## src/rtl/completion_command_queue_pkg.sv

```systemverilog
// Shared command field widths and payload layout for the completion command queue.
package completion_cmd_pkg;

  localparam int unsigned OpcodeWidth        = 6;
  localparam int unsigned IdWidth            = 5;
  localparam int unsigned DefaultAddressWidth = 32;
  localparam int unsigned DefaultLengthWidth  = 16;

  // Flattened command width for a given address/length configuration
  function automatic int unsigned cmdWidth(input int unsigned addressWidth,
                                           input int unsigned lengthWidth);
    return OpcodeWidth + 2 * IdWidth + addressWidth + lengthWidth;
  endfunction

  localparam int unsigned DefaultCmdWidth = cmdWidth(DefaultAddressWidth, DefaultLengthWidth);

  typedef struct packed {
    logic [OpcodeWidth-1:0]         opcode;
    logic [IdWidth-1:0]             targetID;
    logic [IdWidth-1:0]             sourceID;
    logic [DefaultAddressWidth-1:0] address;
    logic [DefaultLengthWidth-1:0]  length;
  } completionCmd_t;

endpackage

```

## src/rtl/completion_command_queue_mem.sv

```systemverilog
// Register-array command storage: one write port, one asynchronous read port, no reset.
module completion_cmd_queue_mem #(
  parameter int unsigned DepthWidth = 2,
  parameter int unsigned DataWidth  = 64
) (
  input  logic                  iClock,
  input  logic                  iWriteEnable,
  input  logic [DepthWidth-1:0] iWriteAddr,
  input  logic [DataWidth-1:0]  iWriteData,
  input  logic [DepthWidth-1:0] iReadAddr,
  output logic [DataWidth-1:0]  oReadData
);

  localparam int unsigned Depth = 1 << DepthWidth;

  logic [DataWidth-1:0] entries [Depth];

  always_ff @(posedge iClock) begin
    if (iWriteEnable) begin
      entries[iWriteAddr] <= iWriteData;
    end
  end

  assign oReadData = entries[iReadAddr];

endmodule

```

## src/rtl/completion_command_queue.sv

```systemverilog
// Elastic in-order command FIFO feeding the completion command channel.
// Optional occupancy outputs oQueueLevel/oQueueAlmostFull under COMPLETION_CMD_QUEUE_LEVEL_EN.
module completion_command_queue
  import completion_cmd_pkg::*;
#(
  parameter int unsigned AddressWidth       = 32,
  parameter int unsigned InnerIFLengthWidth = 16,
  parameter int unsigned QueueDepthWidth    = 2
) (
  input  logic                          iClock,
  input  logic                          iReset,
  input  logic [OpcodeWidth-1:0]        iCmdOpcode,
  input  logic [IdWidth-1:0]            iCmdTargetID,
  input  logic [IdWidth-1:0]            iCmdSourceID,
  input  logic [AddressWidth-1:0]       iCmdAddress,
  input  logic [InnerIFLengthWidth-1:0] iCmdLength,
  input  logic                          iCmdValid,
  output logic                          oCmdReady,
  output logic [OpcodeWidth-1:0]        oDstOpcode,
  output logic [IdWidth-1:0]            oDstTargetID,
  output logic [IdWidth-1:0]            oDstSourceID,
  output logic [AddressWidth-1:0]       oDstAddress,
  output logic [InnerIFLengthWidth-1:0] oDstLength,
  output logic                          oDstCmdValid,
  input  logic                          iDstCmdReady
`ifdef COMPLETION_CMD_QUEUE_LEVEL_EN
  ,
  output logic [QueueDepthWidth:0]      oQueueLevel,
  output logic                          oQueueAlmostFull
`endif
);

  localparam int unsigned PtrWidth = QueueDepthWidth + 1;
  localparam int unsigned Depth    = 1 << QueueDepthWidth;
  localparam int unsigned CmdWidth = cmdWidth(AddressWidth, InnerIFLengthWidth);

  logic [PtrWidth-1:0] wrPtr;
  logic [PtrWidth-1:0] rdPtr;
  logic                readyEn;
  logic                empty;
  logic                full;
  logic                push;
  logic                pop;
  logic [CmdWidth-1:0] wrData;
  logic [CmdWidth-1:0] rdData;

  // Extra pointer MSB separates the full and empty cases
  assign empty = (wrPtr == rdPtr);
  assign full  = (wrPtr[QueueDepthWidth] != rdPtr[QueueDepthWidth]) &&
                 (wrPtr[QueueDepthWidth-1:0] == rdPtr[QueueDepthWidth-1:0]);

  // readyEn keeps oCmdReady low while reset is held, independent of pointer state
  assign oCmdReady    = readyEn && !full;
  assign oDstCmdValid = !empty;
  assign push         = iCmdValid && oCmdReady;
  assign pop          = oDstCmdValid && iDstCmdReady;

  always_ff @(posedge iClock or negedge iReset) begin
    if (!iReset) begin
      wrPtr   <= '0;
      rdPtr   <= '0;
      readyEn <= 1'b0;
    end else begin
      readyEn <= 1'b1;
      if (push) begin
        wrPtr <= wrPtr + PtrWidth'(1);
      end
      if (pop) begin
        rdPtr <= rdPtr + PtrWidth'(1);
      end
    end
  end

  assign wrData = {iCmdOpcode, iCmdTargetID, iCmdSourceID, iCmdAddress, iCmdLength};

  completion_cmd_queue_mem #(
    .DepthWidth (QueueDepthWidth),
    .DataWidth  (CmdWidth)
  ) uMem (
    .iClock       (iClock),
    .iWriteEnable (push),
    .iWriteAddr   (wrPtr[QueueDepthWidth-1:0]),
    .iWriteData   (wrData),
    .iReadAddr    (rdPtr[QueueDepthWidth-1:0]),
    .oReadData    (rdData)
  );

  assign {oDstOpcode, oDstTargetID, oDstSourceID, oDstAddress, oDstLength} = rdData;

`ifdef COMPLETION_CMD_QUEUE_LEVEL_EN
  assign oQueueLevel      = wrPtr - rdPtr;
  assign oQueueAlmostFull = (oQueueLevel >= PtrWidth'(Depth - 1));
`endif

endmodule

```

## config.mk

```make
export PLATFORM = sky130hd
export DESIGN_NAME = completion_command_queue
export DESIGN_NICKNAME = d
export VERILOG_FILES = /design/src/rtl/completion_command_queue_pkg.sv /design/src/rtl/completion_command_queue_mem.sv /design/src/rtl/completion_command_queue.sv
export SDC_FILE = /design/constraint.sdc
export NUM_CORES = 1
export LEC_CHECK = 0
export BUFFER_PORTS_ARGS = -buffer_cell sky130_fd_sc_hd__buf_4
export CORE_MARGIN = 5
export CORE_UTILIZATION = 36
export DETAILED_ROUTE_END_ITERATION = 8
export HOLD_SLACK_MARGIN = 0.1
export PLACE_DENSITY = 0.64
export SLEW_MARGIN = 20
export SYNTH_ARGS = -nofsm -noshare
export SYNTH_HDL_FRONTEND = slang
export SYNTH_SLANG_ARGS = --single-unit
```

## constraint.sdc

```tcl
create_clock -name iClock -period 5.6 [get_ports iClock]
set_input_delay 0.84 -clock iClock [delete_from_list [all_inputs] [get_ports iClock]]
set_output_delay 0.84 -clock iClock [all_outputs]
set_load 0.03 [all_outputs]
```

* Word level (Yosys, flattened, before mapping)
Memories as Yosys holds them, arrays and structs flattened.
Index checks and enable logic that the tools add are counted.
** Word-level totals
- Memories :: 1
- Output and inout bits :: 66
- Bits in registers :: 7
- Word-level logic and storage cells :: 17
- Bits in writable memories :: 256
** Memories
- uMem.entries :: words 4, width 64, rd ports 1, clocked after Yosys merged registers in 0, wr ports 1, RTL line completion_command_queue_mem.sv:16 : logic [DataWidth-1:0] entries [Depth];
** Operators by class
- Equality and inequality tests :: 3
- Reductions and logical operators :: 6
- Muxes and demuxes :: 2
- Add/sub/neg operators :: 2
** Operators by type and width (count)
- $add 3x1->3 const B :: 2
- $logic_and 1x1->1 :: 4
- $eq 3x3->1 :: 1
- $eq 2x2->1 :: 1
- $logic_not 1->1 :: 2
- $mux 1 :: 2
- $ne 1x1->1 :: 1

* Depth between registers and ports, before layout
Gate-level depths: netlist of the first run.
- Word-level depth :: 7
- Depth in mapped cells :: 4

* By module
From an unflattened synthesis of the first run, not the netlist that was laid out.
** Unflattened totals
- Cells, all modules :: 371
- Area total of the unflattened synthesis :: 9730.6 µm²
** Modules (own cells, without submodules)
- completion_cmd_queue_mem :: times used 1, area each 9341.5 µm², cells each 338
- completion_command_queue :: times used 1, area each 389.1 µm², cells each 33

* Worst setup path after synthesis of the first run
Ideal clock, no wire load.
- Path kind :: input to register
- Start point :: input port iCmdValid
- End point :: memory uMem.entries[3][0], enable pin
- Setup time :: 0.507 ns
- Stages :: 2
- Required time :: 5.093 ns
- Setup slack :: 0.996 ns
- Arrival :: 4.097 ns
- Buffers on the path :: 0
- Path through :: nand3_1 -> a21oi_1
** Between the ends
- Longest elaborated chain between the ends :: 3
** Ends and longest elaborated chain
- from (decl) :: RTL line completion_command_queue.sv:17 : input logic iCmdValid,
- $logic_and 1x1->1 :: RTL line completion_command_queue.sv:55 : assign push = iCmdValid && oCmdReady;
- $mux 1 :: RTL line completion_command_queue_mem.sv:19 : if (iWriteEnable) begin
- $mux 1 (not written as such) :: RTL line completion_command_queue_mem.sv:20 : entries[iWriteAddr] <= iWriteData;
- to (decl) :: RTL line completion_command_queue_mem.sv:16
No other way between the ends.

* Worst setup path after layout of the first run
- Start point :: register rdPtr[0]
- End point :: output port oDstAddress[27]
** Between the ends
- Longest elaborated chain between the ends :: 1
** Ends and longest elaborated chain
- from (decl) :: RTL line completion_command_queue.sv:38 : logic [PtrWidth-1:0] rdPtr;
- from (signal assigned) :: RTL line completion_command_queue.sv:69 : rdPtr <= rdPtr + PtrWidth'(1);
- $mem_v2 4x64
- to (decl) :: RTL line completion_command_queue.sv:22 : output logic [AddressWidth-1:0] oDstAddress,
No other way between the ends.

==> results of run 1 <==
## layer usage
layer  GRT usage (%)  part of all wire, %  vias up
li1                -                    -     1911
met1            14.7                   42     2263
met2            19.9                   50      115
met3            3.57                  6.8       23
met4            2.42                  1.4        2
met5               0                0.039        -
## flip-flops by register name, indices dropped and copies added, names as in the netlist
signal        cells
wrPtr             3
rdPtr             3
uMem.entries    256
readyEn           1
## worst max-delay path: cells and delay by family, from the launching register on
family,cells,cell delay [ns]
buf+inv,3,0.88
flops,1,0.69
mux,1,0.57
## path summary, 6_finish.rpt
check	start	end	slack (ns)	cells past startpoint
setup reg to reg	rdPtr[1]	uMem.entries[3][39]	2.47	4
max in group asynchronous	iReset	rdPtr[0]	5.33	1
hold reg to reg	wrPtr[2]	wrPtr[2]	0.65	1
hold / removal	iReset	readyEn	0.13	1
setup / recovery	rdPtr[0]	oDstAddress[27]	2.07	4
min in group iClock	iCmdLength[10]	uMem.entries[3][10]	0.53	1
## Yosys cell counts, drive strengths merged
cell type,n
edfxtp,256
nor2,2
a221o,1
or3,2
xnor2,4
a21oi,1
xor2,3
a21boi,2
clkbuf,1
a31oi,1
o21ai,1
o31ai,1
nand2,1
buf,14
inv,2
mux4,64
ha,5
a41o,1
a211oi,1
conb,1
nand3,1
dfrtp,7
mux2,2
and2,3
## metrics by stage
stage	total power, mW	setup WS, ns	cell area [sq um]	hold WS [ns]	util [%]
6_report	6.42	2.07	11900	0.131	44.5
5_1_grt	6.72	1.87	11900	0.111	44.5
4_1_cts	6.50	1.69	11900	0.107	44.4
3_5_place_dp	4.85	2.23	11100	0.637	41.4
3_3_place_gp	4.81	2.29	11100	0.606	41.4
2_1_floorplan	4.15	0.996	9750	0.544	-
## cells by family after synthesis
family / synth area share (%)
compound gates: 0.795
fa+ha+maj: 0.642
xor+xnor: 0.783
mux: 15.1
buf+inv: 1.57
flops: 80.6
simple gates: 0.488
other cells: 0.0385
## power groups by stage
| stage | clock network, mW | logic [mW] | registers (mW) |
|---|---|---|---|
| 2_1_floorplan | 0 | 1.62 | 2.53 |
| 3_3_place_gp | 0 | 2.05 | 2.76 |
| 3_5_place_dp | 0 | 2.07 | 2.78 |
| 4_1_cts | 1.69 | 2.08 | 2.74 |
| 5_1_grt | 1.77 | 2.26 | 2.68 |
| 6_report | 1.64 | 2.13 | 2.65 |
## layout make-up
| type | instances | area [sq um] |
|---|---|---|
| Fill cell | 2256 | 14900 |
| Sequential cell | 263 | 7870 |
| Multi-Input combinational cell | 97 | 1750 |
| Timing Repair Buffer | 136 | 1050 |
| Clock buffer | 27 | 633 |
| Tap cell | 341 | 427 |
| Clock inverter | 18 | 183 |
| Inverter | 2 | 7.51 |
==> results.md, run 1 <==
* Clock Skews at 0.00954 ns
* CTS Sinks at 263
* Library cells used by synthesis at 29
* Total track usage at 11.6%
* Synth top area share at 78.8%
* Die height at 175 microns
* Reg clk slew, reported paths at 0.06 ns
* CTS resizes at 0
* RSZ-0062 raised after global routing: no
* Kind of end point of the critical path: output port
* Worst EP arrival at 2.69 ns
* Core area at 26800 sq um
* Final Wtd Congestion at 0.679
* Switching Share at 32.7%
* Post-Route WL at 18100 microns
* Startpoint Class: register
* Sequential power share at 41.2%
* Synth top area cells: edfxtp_1 79%, mux4_2 15%, dfrtp_1 1.8%
* Mapped Area at 9750 sq um
* Post-CTS setup buffer count at 0
* Placed Cells at 838
* Die area at 30500 sq um
* Nets at 598
* Drt pass-1 iters at 4
* Number of global-route vias before repair at 4807
* Mapped Cells at 377
* Most common cell after layout, fill and taps aside: edfxtp_1
* First-pass GRT wire length at 27700 microns
* Status: finished, final reports clean
* Layout cells sized above 1 at 46.4%
* Cell taking the most area after synthesis: edfxtp_1
* Initial DRC count at 229
* Deepest clock path buffer count at 3
* Ant diodes at 0
* Worst-skew pair later-pin latency at 0.51 ns
* Initial antenna violation count at 1
* Setup TNS at 0 ns
* CP max FO at 35
* Largest net degree at the start of global routing at 69
* Final hold violation count at 0
* Logic pwr share at 33.2%
* CTS buffer count at 25
* Via count at 4314
* Worst path max stage delay at 0.69 ns
* DR WL/cell at 20.5 microns
* Rows at 60
* Port Buffer Count at 133
* Final min period at 3.53 ns
* Clock Tree Root: clkbuf_16
* Crit path kind: reg -> out
* Hold WC Path Type: in -> async
* CTS tree: done
* Final setup vio count at 0
* CTS Hold Bufs at 0
* Via/cell ratio at 4.88
* Sw power at 2.10 mW
* Post-route ant nets at 0
* Slew @ Worst Pin at 1.05 ns
* Crit-path slowest cell: dfrtp_4
* PD cells at 538 nW/um^2
* Register area share after synthesis at 80.6%
* # DRC at 0
* CP Cell Sequence: buf_16 > buf_4 > mux4_2 > buf_4
* Mapped Avg Cell Area at 25.9 sq um
* DPL Wire Length at 10800 microns
* Slew margin rel. at 30.3%
* Crit share post-route at 63.1%
* Pint at 4.32 mW
* Max-slew violations at 0
* #FFs+latches synth at 263
* LEAKAGE at 4.00 nW
* MaxCap Viol Count at 0
* Remaining Overflow, GRT at 0
* IO Pins at 134
* Final std cells w/o fill at 884
* P&R area growth vs syn at 22.3%
* Maximum vdd drop at 0.000247 V
* CP dominant cell by count: buf_4
* Die width at 175 microns
* Share of total power in the clock network at 25.6%
* Max Clk Rate at 283 MHz
* Yosys warning total at 0
* Most frequent cells in the layout: 256 x edfxtp_1, 134 x buf_4, 64 x mux4_2
* Initial Utilization at 36.4%
* Mapped Nets at 450
* WP data required at 4.76 ns
* Clock H-tree levels at 1
Power figures use the tool's default switching activity.
==> inputs of run 2 (changes only) <==
- clock period: 5.6 -> 3.4 ns (I/O delays scaled with it)
==> run 2 against run 1 <==
  * Final area up 2.0%
  * Wire length up 1.9%
  * Clock power up 93%
  * Non-clock buffer count up 5
  * Global-route usage up 0.58 points
  * First-iteration DRC count down 6.6%
  * Core utilization up 0.88 points
  * Critical path type unchanged
  * Largest cell class unchanged
  * Highest routed layer unchanged
==> results.md, run 2 (synthesis results as in run 1) <==
* Status: finished, final reports clean
* Port Buffer Count at 133 (unchanged)
* Most common cell after layout, fill and taps aside: edfxtp_1
* Initial Utilization at 36.4% (unchanged)
* Slew @ Worst Pin at 0.529 ns (-0.517 ns)
* Die height at 175 microns (unchanged)
* Hold WC Path Type: in -> reg
* Pint at 7.55 mW (+75%)
* Crit path kind: reg -> out
* Initial DRC count at 214 (-6.6%)
* Core area at 26800 sq um (unchanged)
* # DRC at 0 (unchanged)
* Min-Delay Path Depth at 1
* Final worst setup slack at 0.421 ns (-1.65 ns)
* R2r endpoint: uMem.entries[2][2]
* Post-route ant nets at 0 (unchanged)
* Clock H-tree levels at 1 (unchanged)
* Maximum vdd drop at 0.000477 V (+93%)
* Layout cells sized above 1 at 46.2% (-0.20 points)
* Pre-CTS WS at 0.843 ns (-1.39 ns)
* Crit share post-route at 87.6%
* Clock Tree Root: clkbuf_16
* Total track usage at 12.2% (+0.58 points)
* WP data required at 2.89 ns (-1.87 ns)
* Most frequent cells in the layout: 256 x edfxtp_1, 135 x buf_4, 64 x mux4_2
* Logic pwr share at 33.0% (-0.2 points)
* Rows at 60 (unchanged)
* FF-to-FF Start: rdPtr[1]
* Nets at 606 (+1.3%)
* Filler instances at 2248 (-0.35%)
* Final setup vio count at 0 (unchanged)
* Deepest clock path buffer count at 3 (unchanged)
* Reg clk slew, reported paths at 0.06 ns (about the same)
* Worst EP arrival at 2.47 ns (-0.22 ns)
* Final Wtd Congestion at 0.676 (-0.38%)
* Largest net degree at the start of global routing at 65 (-5.8%)
* First-pass GRT wire length at 29000 microns (+4.8%)
* DR WL/cell at 20.7 microns (+0.67%)
* PD cells at 908 nW/um^2 (+69%)
* CTS tree: done
* Max-slew violations at 0 (unchanged)
* Number of global-route vias before repair at 4927 (+2.5%)
* Clock Skews at 0.00806 ns (-0.00148 ns)
* LEAKAGE at 4.11 nW (+2.7%)
* R2R cell count at 4 (unchanged)
* Sequential power share at 38.3% (-2.9 points)
* Sw power at 3.49 mW (+66%)
* Worst-skew pair later-pin latency at 0.52 ns (about the same)
* CP max FO at 36 (+2.9%)
* Kind of end point of the critical path: output port
* Worst setup endpoint: oDstAddress[8]
* IO Pins at 134 (unchanged)
* CTS buffer count at 28 (+12%)
* Via count at 4312 (-0.046%)
* Die area at 30500 sq um (unchanged)
* Switching Share at 31.6% (-1.0 points)
* Ant diodes at 0 (unchanged)
* Final hold violation count at 0 (unchanged)
* Drt pass-1 iters at 4 (unchanged)
* Startpoint Class: register
* CTS Sinks at 263 (unchanged)
* Via/cell ratio at 4.82 (-1.3%)
* Max FFs per register at 256 (unchanged)
* P&R area growth vs syn at 24.7%
* Slew margin rel. at 64.7% (+34 points)
* Max Clk Rate at 336 MHz
* Final min period at 2.98 ns
* Crit. Startpoint: rdPtr[1]
* Initial antenna violation count at 1 (unchanged)
* Largest registers in the final layout: uMem.entries (256), rdPtr (3), wrPtr (3)
* Setup TNS at 0 ns (unchanged)
* Final Power at 11.0 mW (+72%)
* Sequential cell area at 7870 sq um (unchanged)
* MaxCap Viol Count at 0 (unchanged)
* Area of the multi-input gates at 1750 sq um (unchanged)
* DPL Wire Length at 11200 microns (+4.0%)
* Post-Route WL at 18500 microns (+1.9%)
* RSZ-0062 raised after global routing: no
* Remaining Overflow, GRT at 0 (unchanged)
* Worst reg2reg setup slack at 0.92 ns (-1.55 ns)
* Die width at 175 microns (unchanged)
* Share of total power in the clock network at 28.7% (+3.1 points)
* Largest reg by FF count: uMem.entries
## run 2: changes by cell type in the layout (fill, tap and decap cells not counted), sizes merged
cell,change
clkinv,-2
clkbuf,+8
buf,+4
clkinvlp,-2
dlygate4sd3,+1
bufinv,+3
inv,-1
## run 2: timing repair
item	4_1_cts	5_1_grt
hold buffers	1	0
endpoints found under the hold margin	7	0
setup buffers	0	0
resized for setup	0	0
## run 2: power groups by stage
stage | registers, mW | clock network [mW] | logic, mW
finish | 4.23 | 3.17 | 3.64
global route | 4.28 | 3.42 | 3.90
CTS | 4.24 | 3.26 | 3.74
detailed placement | 4.31 | 0 | 3.73
global placement | 4.28 | 0 | 3.70
floorplan | 4.16 | 0 | 2.67
## run 2: cell type report
class / instances / share of cell area [%]
clock inverters: 16 / 1.91
inverters: 2 / 0.0617
repair buffers: 141 / 9.24
multi-input cells: 97 / 14.4
flip-flops and latches: 263 / 64.7
well taps: 341 / 3.51
clock buffers: 35 / 6.15
## run 2: metal layers
metal	GRT usage, %	vias up	routed length, microns
met5	0	-	14
met4	2.49	2	337
met3	3.31	25	1110
met2	21.7	121	9690
met1	15.1	2232	7340
li1	-	1932	-
## run 2: stage by stage
| stage | std cells | util, % | cell area, sq um | hold slack, ns |
|---|---|---|---|---|
| 6_report | 895 | 45.4 | 12200 | 0.185 |
| 5_1_grt | 895 | 45.4 | 12200 | 0.153 |
| 4_1_cts | 895 | 45.4 | 12200 | 0.156 |
| 3_5_place_dp | 843 | 41.7 | 11200 | 0.339 |
| 3_3_place_gp | 843 | 41.7 | 11200 | 0.335 |
| 2_1_floorplan | 377 | - | 9750 | 0.214 |
## run 2: critical path, cell delays in order (launching register included)
cell	delay, ns
dfrtp_4	0.77
buf_4	0.55
mux4_2	0.41
buf_4	0.19
## run 2: how the worst min path moves through the flow
stage	from	end	slack, ns
2_1_floorplan	iReset	rdPtr[0]	0.21
3_3_place_gp	iReset	rdPtr[1]	0.34
5_1_grt	iCmdAddress[5]	uMem.entries[0][21]	0.15
4_1_cts	iCmdOpcode[1]	uMem.entries[0][59]	0.16
6_report	iCmdLength[9]	uMem.entries[1][9]	0.18
3_5_place_dp	iReset	rdPtr[0]	0.34
==> inputs of run 3 (changes only) <==
- CORE_ASPECT_RATIO: unset -> 0.8
==> run 3 against run 2 <==
  * Final cell count grew 1.9%
  * Final area shrank 1.2%
  * Via count grew 0.97%
  * Wire length is essentially flat
  * Sequential share of layout area grew 0.79 points
  * Clock skew grew 0.0042 ns
  * First-iteration DRC count shrank 17%
  * Hold slack gained 0.0083 ns
  * Setup slack lost 0.051 ns
==> results.md, run 3 (synthesis results as in run 1) <==
* CTS tree: done
* CTS Sinks at 263 (unchanged)
* Kind of end point of the critical path: output port
* R2R cell count at 4 (unchanged)
* Reg clk slew, reported paths at 0.06 ns (about the same)
* Clock H-tree levels at 1 (unchanged)
* Via count at 4354 (+0.97%)
* First-pass GRT wire length at 28600 microns (-1.4%)
* Filler instances at 2215 (-1.5%)
* CP max FO at 35 (-2.8%)
* Die area at 30500 sq um (about the same)
* Worst EP arrival at 2.52 ns (+0.05 ns)
* Number of global-route vias before repair at 4955 (+0.57%)
* Deepest clock path buffer count at 3 (unchanged)
* Cell area after layout at 12000 sq um (-1.2%)
* P&R area growth vs syn at 23.2%
* RSZ-0062 raised after global routing: no
* Status: finished, final reports clean
* Largest registers in the final layout: uMem.entries (256), rdPtr (3), wrPtr (3)
* Core Util, Final at 45.4% (about the same)
* Die width at 194 microns (+11%)
* Max FFs per register at 256 (unchanged)
* Die height at 157 microns (-10%)
* Clock Skews at 0.0123 ns (+0.00421 ns)
* Placed Cells at 863 (+2.4%)
* Post-Route WL at 18500 microns (about the same)
* Cell Area, Placed at 11200 sq um (+0.34%)
* Rows at 53 (-12%)
* Nets at 609 (+0.50%)
* Initial DRC count at 177 (-17%)
* Crit path kind: reg -> out
* Post-CTS setup buffer count at 0 (unchanged)
* Layout cells sized above 1 at 45.8% (-0.36 points)
* Largest net degree at the start of global routing at 36 (-45%)
* Final hold violation count at 0 (unchanged)
* Drt pass-1 iters at 4 (unchanged)
* Setup TNS at 0 ns (unchanged)
* Startpoint Class: register
* MaxCap Viol Count at 0 (unchanged)
* Initial Utilization at 36.9% (+0.47 points)
* Min-Delay Path Depth at 1 (unchanged)
* PD cells at 878 nW/um^2 (-3.2%)
* Slew margin rel. at 62.0% (-2.8 points)
* Via/cell ratio at 4.77 (-0.91%)
* Maximum vdd drop at 0.000466 V (-2.4%)
* Hold WC Path Type: in -> reg
* Max-slew violations at 0 (unchanged)
* Most common cell after layout, fill and taps aside: edfxtp_1
* Slew @ Worst Pin at 0.571 ns (+0.0415 ns)
* Final min period at 3.03 ns (+0.0512 ns)
* Clock Tree Root: clkbuf_16
* Core area at 26500 sq um (-1.3%)
* Total track usage at 11.9% (-0.28 points)
* Initial antenna violation count at 0 (-1)
* LEAKAGE at 4.04 nW (-1.6%)
* IO Pins at 134 (unchanged)
* Port Buffer Count at 133 (unchanged)
* DR WL/cell at 20.3 microns (-1.8%)
* Final Power at 10.6 mW (-4.4%)
* Crit share post-route at 89.1% (+1.5 points)
* Final std cells w/o fill at 912 (+1.9%)
* Post-route ant nets at 0 (unchanged)
* CTS buffer count at 27 (-3.6%)
* Largest reg by FF count: uMem.entries
* Final setup vio count at 0 (unchanged)
* # DRC at 0 (unchanged)
* Final Wtd Congestion at 0.689 (+1.9%)
* DPL Wire Length at 11500 microns (+2.6%)
* Most frequent cells in the layout: 256 x edfxtp_1, 140 x buf_4, 64 x mux4_2
* Worst-skew pair later-pin latency at 0.51 ns (about the same)
* Max Clk Rate at 330 MHz (-1.7%)
* Remaining Overflow, GRT at 0 (unchanged)
* WP data required at 2.89 ns (about the same)
[run 3: layout make-up]
cell class | instances | area, sq um | area share (%)
inverter | 2 | 7.51 | 0.0625
tap | 357 | 447 | 3.72
antenna | 1 | 2.50 | 0.0208
sequential | 263 | 7870 | 65.5
clock inverter | 13 | 92.6 | 0.771
clock buffer | 34 | 702 | 5.84
timing repair buffer | 145 | 1140 | 9.50
multi-input combinational | 97 | 1750 | 14.6
[run 3: what timing repair did]
action,4_1_cts,5_1_grt
hold buffers,1,0
hold endpoints to repair,7,0
gates resized for setup,0,0
[run 3: critical path: stages (launching register included)]
cell,delay [ns]
dfrtp_4,0.77
buf_4,0.55
mux4_2,0.42
buf_4,0.19
[run 3: final timing paths]
kind	start	to	slack [ns]
max reg2reg	rdPtr[1]	uMem.entries[0][19]	1.01
max	rdPtr[1]	oDstLength[7]	0.37
min in group asynchronous	iReset	wrPtr[0]	0.35
max in group asynchronous	iReset	rdPtr[1]	2.91
min reg2reg	wrPtr[2]	wrPtr[2]	0.66
min	iCmdLength[15]	uMem.entries[3][15]	0.19
[run 3: per-layer routing]
layer	track usage [%]	vias to the layer above	wire (microns)
li1	-	1937	-
met1	14.6	2270	7630
met2	21.3	118	9330
met3	3.34	29	1150
met4	2.71	0	382
met5	0	-	0
[run 3: through the flow]
step / hold WS [ns] / setup slack, ns
finish: 0.193 / 0.370
global route: 0.164 / 0.230
global placement: 0.331 / 0.913
floorplan: 0.214 / 0.206
detailed placement: 0.332 / 0.875
CTS: 0.165 / 0.306
[run 3: where the power goes]
part           switching [mW]  internal [mW]  leakage, nW
logic                    2.08           1.56         1.26
clock network            1.13           1.53        0.383
registers               0.268           3.99         2.40
